### src/rtl/emu_clk_freq_meter.sv
// -----------------------------------------------------------------------------
// emu_clk_freq_meter
//
// Clock frequency meter for emulation builds. It counts rising edges of a
// generated clock (meas_clk) over a programmable window of input_clk cycles. It
// reports the count and compares it against an expected count with a +/-
// tolerance, giving too-fast, too-slow and lock indications. It is the reader
// counterpart of the emulation clock divider.
//
// Ports
//   input_clk     sampling clock; all state is on its rising edge. It must run
//                 faster than 2x meas_clk.
//   reset         asynchronous, active-high reset.
//   enable        starts and continues back-to-back measurements.
//   window_len    window length in input_clk cycles, latched at window start.
//   expected_cnt  expected edges per window, latched at window start.
//   tolerance     allowed +/- deviation from expected_cnt, latched at start.
//   meas_clk      clock under test. It is treated as asynchronous data.
//   edge_count    edge count of the last completed window.
//   meas_valid    one-cycle pulse when edge_count updates.
//   too_fast      last count > expected_cnt + tolerance.
//   too_slow      last count < expected_cnt - tolerance.
//   lock          LOCK_WINDOWS consecutive in-range windows have completed.
//   busy          FSM is not in IDLE.
// -----------------------------------------------------------------------------
module emu_clk_freq_meter #(
  parameter int CNT_W        = 32,
  parameter int SYNC_STAGES  = 2,   // must be >= 2
  parameter int LOCK_WINDOWS = 2
) (
  input  logic             input_clk,
  input  logic             reset,
  input  logic             enable,
  input  logic [CNT_W-1:0] window_len,
  input  logic [CNT_W-1:0] expected_cnt,
  input  logic [15:0]      tolerance,
  input  logic             meas_clk,
  output logic [CNT_W-1:0] edge_count,
  output logic             meas_valid,
  output logic             too_fast,
  output logic             too_slow,
  output logic             lock,
  output logic             busy
);

  // The range intermediates must hold expected_cnt + tolerance without
  // overflow, even when CNT_W is narrower than the 16-bit tolerance.
  localparam int EXT_W = ((CNT_W > 16) ? CNT_W : 16) + 1;
  localparam int LCK_W = (LOCK_WINDOWS < 1) ? 1 : $clog2(LOCK_WINDOWS + 1);

  localparam logic [CNT_W-1:0] CNT_MAX = '1;
  localparam logic [LCK_W-1:0] LCK_MAX = LCK_W'(LOCK_WINDOWS);

  typedef enum logic [1:0] {
    S_IDLE,
    S_ARM,
    S_MEASURE,
    S_REPORT
  } state_t;

  state_t state, next_state;

  logic [SYNC_STAGES-1:0] sync_q;
  logic                   prev_q;
  logic                   rise;

  logic [CNT_W-1:0] win_len_q, exp_q;
  logic [15:0]      tol_q;
  logic [CNT_W-1:0] win_cnt, work_cnt;
  logic [LCK_W-1:0] lock_cnt;

  logic latch_en, abort;

  logic [EXT_W-1:0] exp_x, tol_x, cnt_x, lo_x, hi_sum, hi_x;
  logic             fast_w, slow_w;

  // The synchroniser output is compared with its own delayed copy. A rise is
  // therefore one input_clk cycle wide, whatever the meas_clk duty cycle.
  assign rise = sync_q[SYNC_STAGES-1] & ~prev_q;

  // ---------------------------------------------------------------------------
  // State register
  // ---------------------------------------------------------------------------
  always_ff @(posedge input_clk or posedge reset) begin
    // NOTE: sequential state uses non-blocking assignments only, so every flop
    // samples the pre-edge values regardless of statement order.
    if (reset) state <= S_IDLE;
    else       state <= next_state;
  end

  // ---------------------------------------------------------------------------
  // Next-state logic
  // ---------------------------------------------------------------------------
  always_comb begin
    // NOTE: every output of this block gets a default first. No path can then
    // leave a signal unassigned and infer a latch.
    next_state = state;
    latch_en   = 1'b0;
    abort      = 1'b0;
    unique case (state)
      S_IDLE: begin
        if (enable && window_len != '0) begin
          next_state = S_ARM;
          latch_en   = 1'b1;
        end
      end
      S_ARM: begin
        if (!enable) begin
          next_state = S_IDLE;
          abort      = 1'b1;
        end else begin
          next_state = S_MEASURE;
        end
      end
      S_MEASURE: begin
        if (!enable) begin
          next_state = S_IDLE;
          abort      = 1'b1;
        end else if (win_cnt == CNT_W'(1)) begin
          next_state = S_REPORT;
        end
      end
      S_REPORT: begin
        // The report always completes. Only the follow-on window depends on
        // enable.
        if (enable && window_len != '0) begin
          next_state = S_ARM;
          latch_en   = 1'b1;
        end else begin
          next_state = S_IDLE;
        end
      end
      default: next_state = S_IDLE;
    endcase
  end

  // ---------------------------------------------------------------------------
  // Range check against the latched expectation. The bounds are inclusive.
  // lo is clamped at zero, and hi is clamped at the counter maximum.
  // ---------------------------------------------------------------------------
  always_comb begin
    exp_x  = EXT_W'(exp_q);
    tol_x  = EXT_W'(tol_q);
    cnt_x  = EXT_W'(work_cnt);
    lo_x   = (exp_x >= tol_x) ? (exp_x - tol_x) : '0;
    hi_sum = exp_x + tol_x;
    hi_x   = (hi_sum > EXT_W'(CNT_MAX)) ? EXT_W'(CNT_MAX) : hi_sum;
    fast_w = (cnt_x > hi_x);
    slow_w = (cnt_x < lo_x);
  end

  // ---------------------------------------------------------------------------
  // Datapath
  // ---------------------------------------------------------------------------
  always_ff @(posedge input_clk or posedge reset) begin
    if (reset) begin
      sync_q     <= '0;
      prev_q     <= 1'b0;
      win_len_q  <= '0;
      exp_q      <= '0;
      tol_q      <= '0;
      win_cnt    <= '0;
      work_cnt   <= '0;
      lock_cnt   <= '0;
      edge_count <= '0;
      meas_valid <= 1'b0;
      too_fast   <= 1'b0;
      too_slow   <= 1'b0;
    end else begin
      sync_q     <= {sync_q[SYNC_STAGES-2:0], meas_clk};
      prev_q     <= sync_q[SYNC_STAGES-1];
      meas_valid <= 1'b0;

      if (latch_en) begin
        win_len_q <= window_len;
        exp_q     <= expected_cnt;
        tol_q     <= tolerance;
      end

      unique case (state)
        S_ARM: begin
          work_cnt <= '0;
          win_cnt  <= win_len_q;
        end
        S_MEASURE: begin
          if (rise && work_cnt != CNT_MAX) work_cnt <= work_cnt + CNT_W'(1);
          win_cnt <= win_cnt - CNT_W'(1);
        end
        S_REPORT: begin
          edge_count <= work_cnt;
          meas_valid <= 1'b1;
          too_fast   <= fast_w;
          too_slow   <= slow_w;
          if (fast_w || slow_w)        lock_cnt <= '0;
          else if (lock_cnt != LCK_MAX) lock_cnt <= lock_cnt + LCK_W'(1);
        end
        default: ;
      endcase

      // An aborted window breaks the run of consecutive good windows.
      if (abort) lock_cnt <= '0;
    end
  end

  assign lock = (lock_cnt >= LCK_MAX);
  assign busy = (state != S_IDLE);

endmodule

### config.mk
export PLATFORM = sky130hd
export DESIGN_NAME = emu_clk_freq_meter
export DESIGN_NICKNAME = d
export VERILOG_FILES = /design/src/rtl/emu_clk_freq_meter.sv
export SDC_FILE = /design/constraint.sdc
export NUM_CORES = 1
export LEC_CHECK = 0
export CAP_MARGIN = 20
export CORE_MARGIN = 10
export CORE_UTILIZATION = 50
export CTS_CLUSTER_DIAMETER = 200
export CTS_CLUSTER_SIZE = 40
export DETAILED_ROUTE_END_ITERATION = 12
export GPL_ROUTABILITY_DRIVEN = 0
export PLACE_DENSITY = 0.78
export REMOVE_ABC_BUFFERS = 1
export SETUP_SLACK_MARGIN = 0.1
export SLEW_MARGIN = 20
export SYNTH_ARGS = -nofsm -noshare
export SYNTH_HDL_FRONTEND = slang
export SYNTH_SLANG_ARGS = --single-unit
### constraint.sdc
create_clock -name input_clk -period 14.61 [get_ports input_clk]
set_clock_uncertainty 0.1 [all_clocks]
set_input_delay 4.383 -clock input_clk [delete_from_list [all_inputs] [get_ports input_clk]]
set_output_delay 4.383 -clock input_clk [all_outputs]
set_load 0.005 [all_outputs]
# [Word level (Yosys, flattened, before mapping)]
# Index checks and enable logic that the tools add are counted.
[totals] reg_bits=186 word_cells=68
[classes] addsub=5 magnitude_cmp=5 n_eq_ne=9 muxes=20 bitwise=2 n_reduce_logical=14
[op_table] op="$pmux 32 s2" n=2
[op_table] op="$mux 33" n=2
[op_table] op="$add 32x16->33" n=1
[op_table] op="$gt 32x33->1" n=1
[op_table] op="$gt 33x32->1 const B" n=1
[op_table] op="$lt 32x33->1" n=1
[op_table] op="$sub 32x16->33" n=1
[op_table] op="$add 32x1->32 const B" n=1
[op_table] op="$eq 32x1->1 const B" n=1
[op_table] op="$ge 32x16->1" n=1
[op_table] op="$mux 32" n=1
[op_table] op="$ne 32x32->1 const B" n=1
[op_table] op="$reduce_bool 32->1" n=1
[op_table] op="$sub 32x1->32 const B" n=1
[op_table] op="$mux 2" n=8
[op_table] op="$pmux 2 s4" n=1
[op_table] op="$mux 1" n=6
[op_table] op="$ne 2x2->1 const B" n=3
[op_table] op="$reduce_and 2->1" n=3
[op_table] op="$reduce_bool 2->1" n=3
[op_table] op="$eq 2x2->1 const B" n=2
[op_table] op="$reduce_or 2->1" n=2
[op_table] op="$ne 3x3->1 const B" n=1
[op_table] op="$reduce_bool 3->1" n=1
[op_table] op="other kinds (8)" n=9

# [Longest topological paths before layout]
[depth] depth_word=8 ltp_mapped=21 mapped_depth_nobuf=21

# [Least setup slack after synthesis]
# No wires, ideal clock.
[synth_path] path_type="input to register" start="in window_len[24]" end="reg exp_q[0]" setup_ns=0.125 arrival_time_ns=6.090 required_ns=14.385 setup_slack_ns=8.295 stages=7 path_buffers=2 cell_sequence="nor4_1 -> nand4_1 -> o21ai_0 -> or2_2 -> clkbuf_1 -> clkbuf_1 -> mux2_2"
[synth_between] elab_chain_cells=4
[synth_rtl] item="start: declaration" line="34" rtl="input logic [CNT_W-1:0] window_len,"
[synth_rtl] item="$reduce_bool 32->1" line="102, 126"
[synth_rtl] item="$logic_and 1x1->1" line="102, 126"
[synth_rtl] item="$mux 1" line="102, 126"
[synth_rtl] item="$mux 1"
[synth_rtl] item="end signal: assignment" line="176" rtl="exp_q <= expected_cnt;"
[synth_rtl] item="end: declaration" line="67" rtl="logic [CNT_W-1:0] win_len_q, exp_q;"
# No other way between the ends.
# A chain may end at the register's enable or synchronous reset.

# [Final worst setup path]
[layout_path] start="in window_len[16]" end="reg exp_q[18]"
# The elaborated chain is that of the path after synthesis.

==> impl_metrics.yaml <==
run_status:
  status: "completed"
critical_path:
  crit_path_max_fanout: 80
  r2r_slack_ns: 8.92
  start_kind: "input pin"
  slowest_delay_ns: 0.74
  cp_top_family: "buffers and inverters"
  critPathRequiredTime_ns: 14.84
  cp.arrival_ns: 7.31
  worstPathCellList: "clkdlybuf4s50_1 > nor4_1 > nand4_1 > o21ai_0 > or2_4 > buf_4 > mux2_2"
  crit_slowest_cell: "buf_4"
  timing.rr.start: "tol_q[0]$_DFFE_PP0P_"
  r2r-end: "lock_cnt[1]$_DFFE_PP0P_"
  cp_num_buf_inv: 2
  end_kind: "flop"
  worstRegToRegCells: 20
  critical_path_class: "in -> reg"
drt:
  vias_per_cell: 5.99
  vias: 10300
  first_iter_violations: 865
  antenna_left: 0
  dr.pass1.iters: 5
  drc: 0
  wl_per_cell_um: 17.9
  drt-total-wl_um: 30900
yosys:
  syn_area_um2: 12300
  synthCells: 1302
  synth.distinct_cells: 72
  synth_seq_cells: 186
  synth_top_family_by_area: "simple AND/OR/NAND/NOR gates"
  seq_area_frac_synth_pct: 37.9
  synth_mux_area_share_pct: 11.4
  synth_ff_type: "dfrtp_1"
  synth_area_per_cell_um2: 9.42
  synth_edf_count: 0
  synth-xor-area-share_pct: 3.71
  synth-compound-area-share_pct: 14.5
  yosys_warnings: 0
  synth_fa_ha_area_share_pct: 10.9
  async_reset_ff_share_pct: 100
  synth_simple_gate_area_share_pct: 17.8
clocking:
  cts.path.max_buffers: 2
  cts_setup_buffers: 0
  cts_resized: 0
  clk_pin_slew_ns: 0.08
  htreeDepth: 4
  ctsHoldBuffers: 0
  clock_sinks: 186
  ctsRootBufferMaster: "clkbuf_16"
  clock_latency_ns: 0.45
  cts_buffers: 17
  cts_tree: "done"
layout:
  multiInputGateArea_um2: 7180
  ff_latch_area_um2: 4650
  area_growth_pct: 17.1
  layout_common_cells: "186 x dfrtp_1, 120 x clkdlybuf4s50_1, 116 x nand2_1"
  fin_cells: 1725
  filler_cell_count: 2052
  fin_nets: 1578
  drive_gt1_share_pct: 13.2
  diodes: 0
  final_common_cell: "dfrtp_1"
die:
  rows: 57
  io_pins: 121
  start_util_pct: 50.6
  die_h_um: 177
  fp.dieW_um: 177
  die_area_um2: 31200
  coreArea_um2: 24200
timing:
  setup_tns_ns: 0
  fin_crit_ns: 7.09
  drv_slew: 0
  finalHoldViolations: 0
  setup_viol: 0
  relSlewSlack_pct: 31.4
  worstMarginPinSlew_ns: 1.03
  setup_ws_ns: 7.52
  fin_crit_sh_pct: 48.5
  fmax_mhz: 141
  rsz0062_at_grt: "false"
pwr:
  power_leakage_uw: 0.00615
  powerDensity_nw_per_um2: 221
  max-vdd-ir-drop_uv: 120
grt:
  grtUsageMet3_pct: 4.18
  top_usage_layer: "met2"
  globalRouteMet1Util_pct: 25.2
  antenna_found_initial: 0
  gr-total-overflow: 0
  grtUsageTotal_pct: 19.4
  first_global_vias: 10100
  use_met2_pct: 31.5
  grt_max_degree: 113
  grt_pass1_wl_um: 50100
min_path:
  hold_path_depth: 0
  min_path_type: "reg -> reg"
  whs_endpoint: "sync_q[1]$_DFF_PP0_"
  worstHoldStart: "sync_q[0]$_DFF_PP0_"
placement:
  portBuffers: 120
  dp_cells: 1692
  dp_hpwl_um: 22500
  dp_slack_ns: 7.10
flow_run:
  maxCapViolations: 0
-- registers in the layout, indices dropped and copies added, names as in the netlist --
signal,count
sync_q,2
tol_q,16
state,2
win_cnt,32
work_cnt,32
too_slow,1
lock_cnt,2
prev_q,1
win_len_q,32
meas_valid,1
exp_q,32
too_fast,1
edge_count,32
-- worst reg2reg max path, stage by stage (launching register included) --
cell and delay [ns]:
dfrtp_1 0.39, ha_1 0.18, inv_1 0.06, fa_1 0.40, o21bai_1 0.17, a21oi_1 0.14
o21ai_0 0.34, nand4b_1 0.26, a31oi_1 0.53, nand2_1 0.39, or3b_2 0.33, o22ai_1 0.08
ha_1 0.31, and4_1 0.18, nand4_1 0.13, nor4_1 0.56, and3_1 0.29, a31oi_1 0.11
a211oi_2 0.35, nand3_1 0.12, a31oi_1 0.19
-- worst max path at each step --
stage | from | slack (ns) | cells after the start | endpoint
after floorplan | reset | 5.07 | 1 | edge_count[0]$_DFFE_PP0P_
after global placement | window_len[24] | 7.23 | 7 | exp_q[24]$_DFFE_PP0P_
after detailed placement | window_len[16] | 7.10 | 7 | tol_q[13]$_DFFE_PP0P_
after CTS | window_len[16] | 7.51 | 7 | tol_q[13]$_DFFE_PP0P_
after global routing | window_len[16] | 7.23 | 7 | tol_q[13]$_DFFE_PP0P_
final | window_len[16] | 7.52 | 7 | exp_q[18]$_DFFE_PP0P_
-- cells in the mapped netlist, types with 5 or more instances --
cell / number / area [µm²]
a211oi_1: 10 / 75.1
a21o_1: 8 / 60.1
a21oi_1: 100 / 500
a22o_1: 5 / 43.8
a31oi_1: 7 / 43.8
and2_1: 6 / 37.5
and3_1: 19 / 119
and4_1: 6 / 52.6
buf_1: 7 / 26.3
buf_2: 7 / 35.0
clkbuf_1: 44 / 165
dfrtp_1: 186 / 4650
ha_1: 104 / 1300
inv_1: 59 / 221
mux2_2: 114 / 1280
mux2i_1: 11 / 110
nand2_1: 116 / 435
nand2b_1: 17 / 106
nand3_1: 41 / 205
nand4_1: 34 / 213
nor2_1: 89 / 334
nor2b_1: 6 / 37.5
nor3_1: 31 / 155
nor3b_1: 8 / 60.1
nor4_1: 19 / 119
o211ai_1: 6 / 45.0
o21a_1: 8 / 60.1
o21ai_0: 66 / 330
o21bai_1: 10 / 75.1
o22ai_1: 20 / 125
o31ai_1: 10 / 75.1
o32ai_1: 6 / 52.6
or2_2: 6 / 37.5
or3_1: 5 / 31.3
or4_1: 9 / 67.6
xnor2_1: 31 / 272
xor2_1: 21 / 184
-- area by class of cell --
cell class / count / area share, %
Tap cell: 324 / 2.82
Timing Repair Buffer: 126 / 8.82
Multi-Input combinational cell: 998 / 50.0
Inverter: 59 / 1.58
Clock buffer: 17 / 2.96
Sequential cell: 186 / 32.4
Clock inverter: 15 / 1.39
-- report_power, final --
group	internal, µW	switching (µW)	total (µW)
registers	688	194	882
logic	791	1010	1800
clock network	239	249	488
total	1720	1450	3170
-- layer usage --
layer | up-vias | routed length, µm
met1 | 4995 | 13500
met4 | 0 | 806
met2 | 359 | 14500
li1 | 4910 | -
met3 | 64 | 2110
met5 | - | 0
-- cell families after synthesis --
group                      count (synthesis)
muxes                                    125
and+or+nand+nor                          427
xor gates and xnor gates                  52
AOI/OAI and AO/OA                        288
DFF                                      186
adders and majority gates                106
buffers and inverters                    118
-- metrics by stage --
step / utilization [%] / cell area (µm²) / hold WS, ns / total power [µW]
floorplan: - / 12000 / 0.231 / 2210
global placement: 56.5 / 13700 / 0.263 / 2580
detailed placement: 56.5 / 13700 / 0.274 / 2640
CTS: 59.1 / 14300 / 0.299 / 3150
global route: 59.2 / 14400 / 0.294 / 3440
finish: 59.2 / 14400 / 0.296 / 3170
No activity file was read; power rests on OpenSTA's default activity.
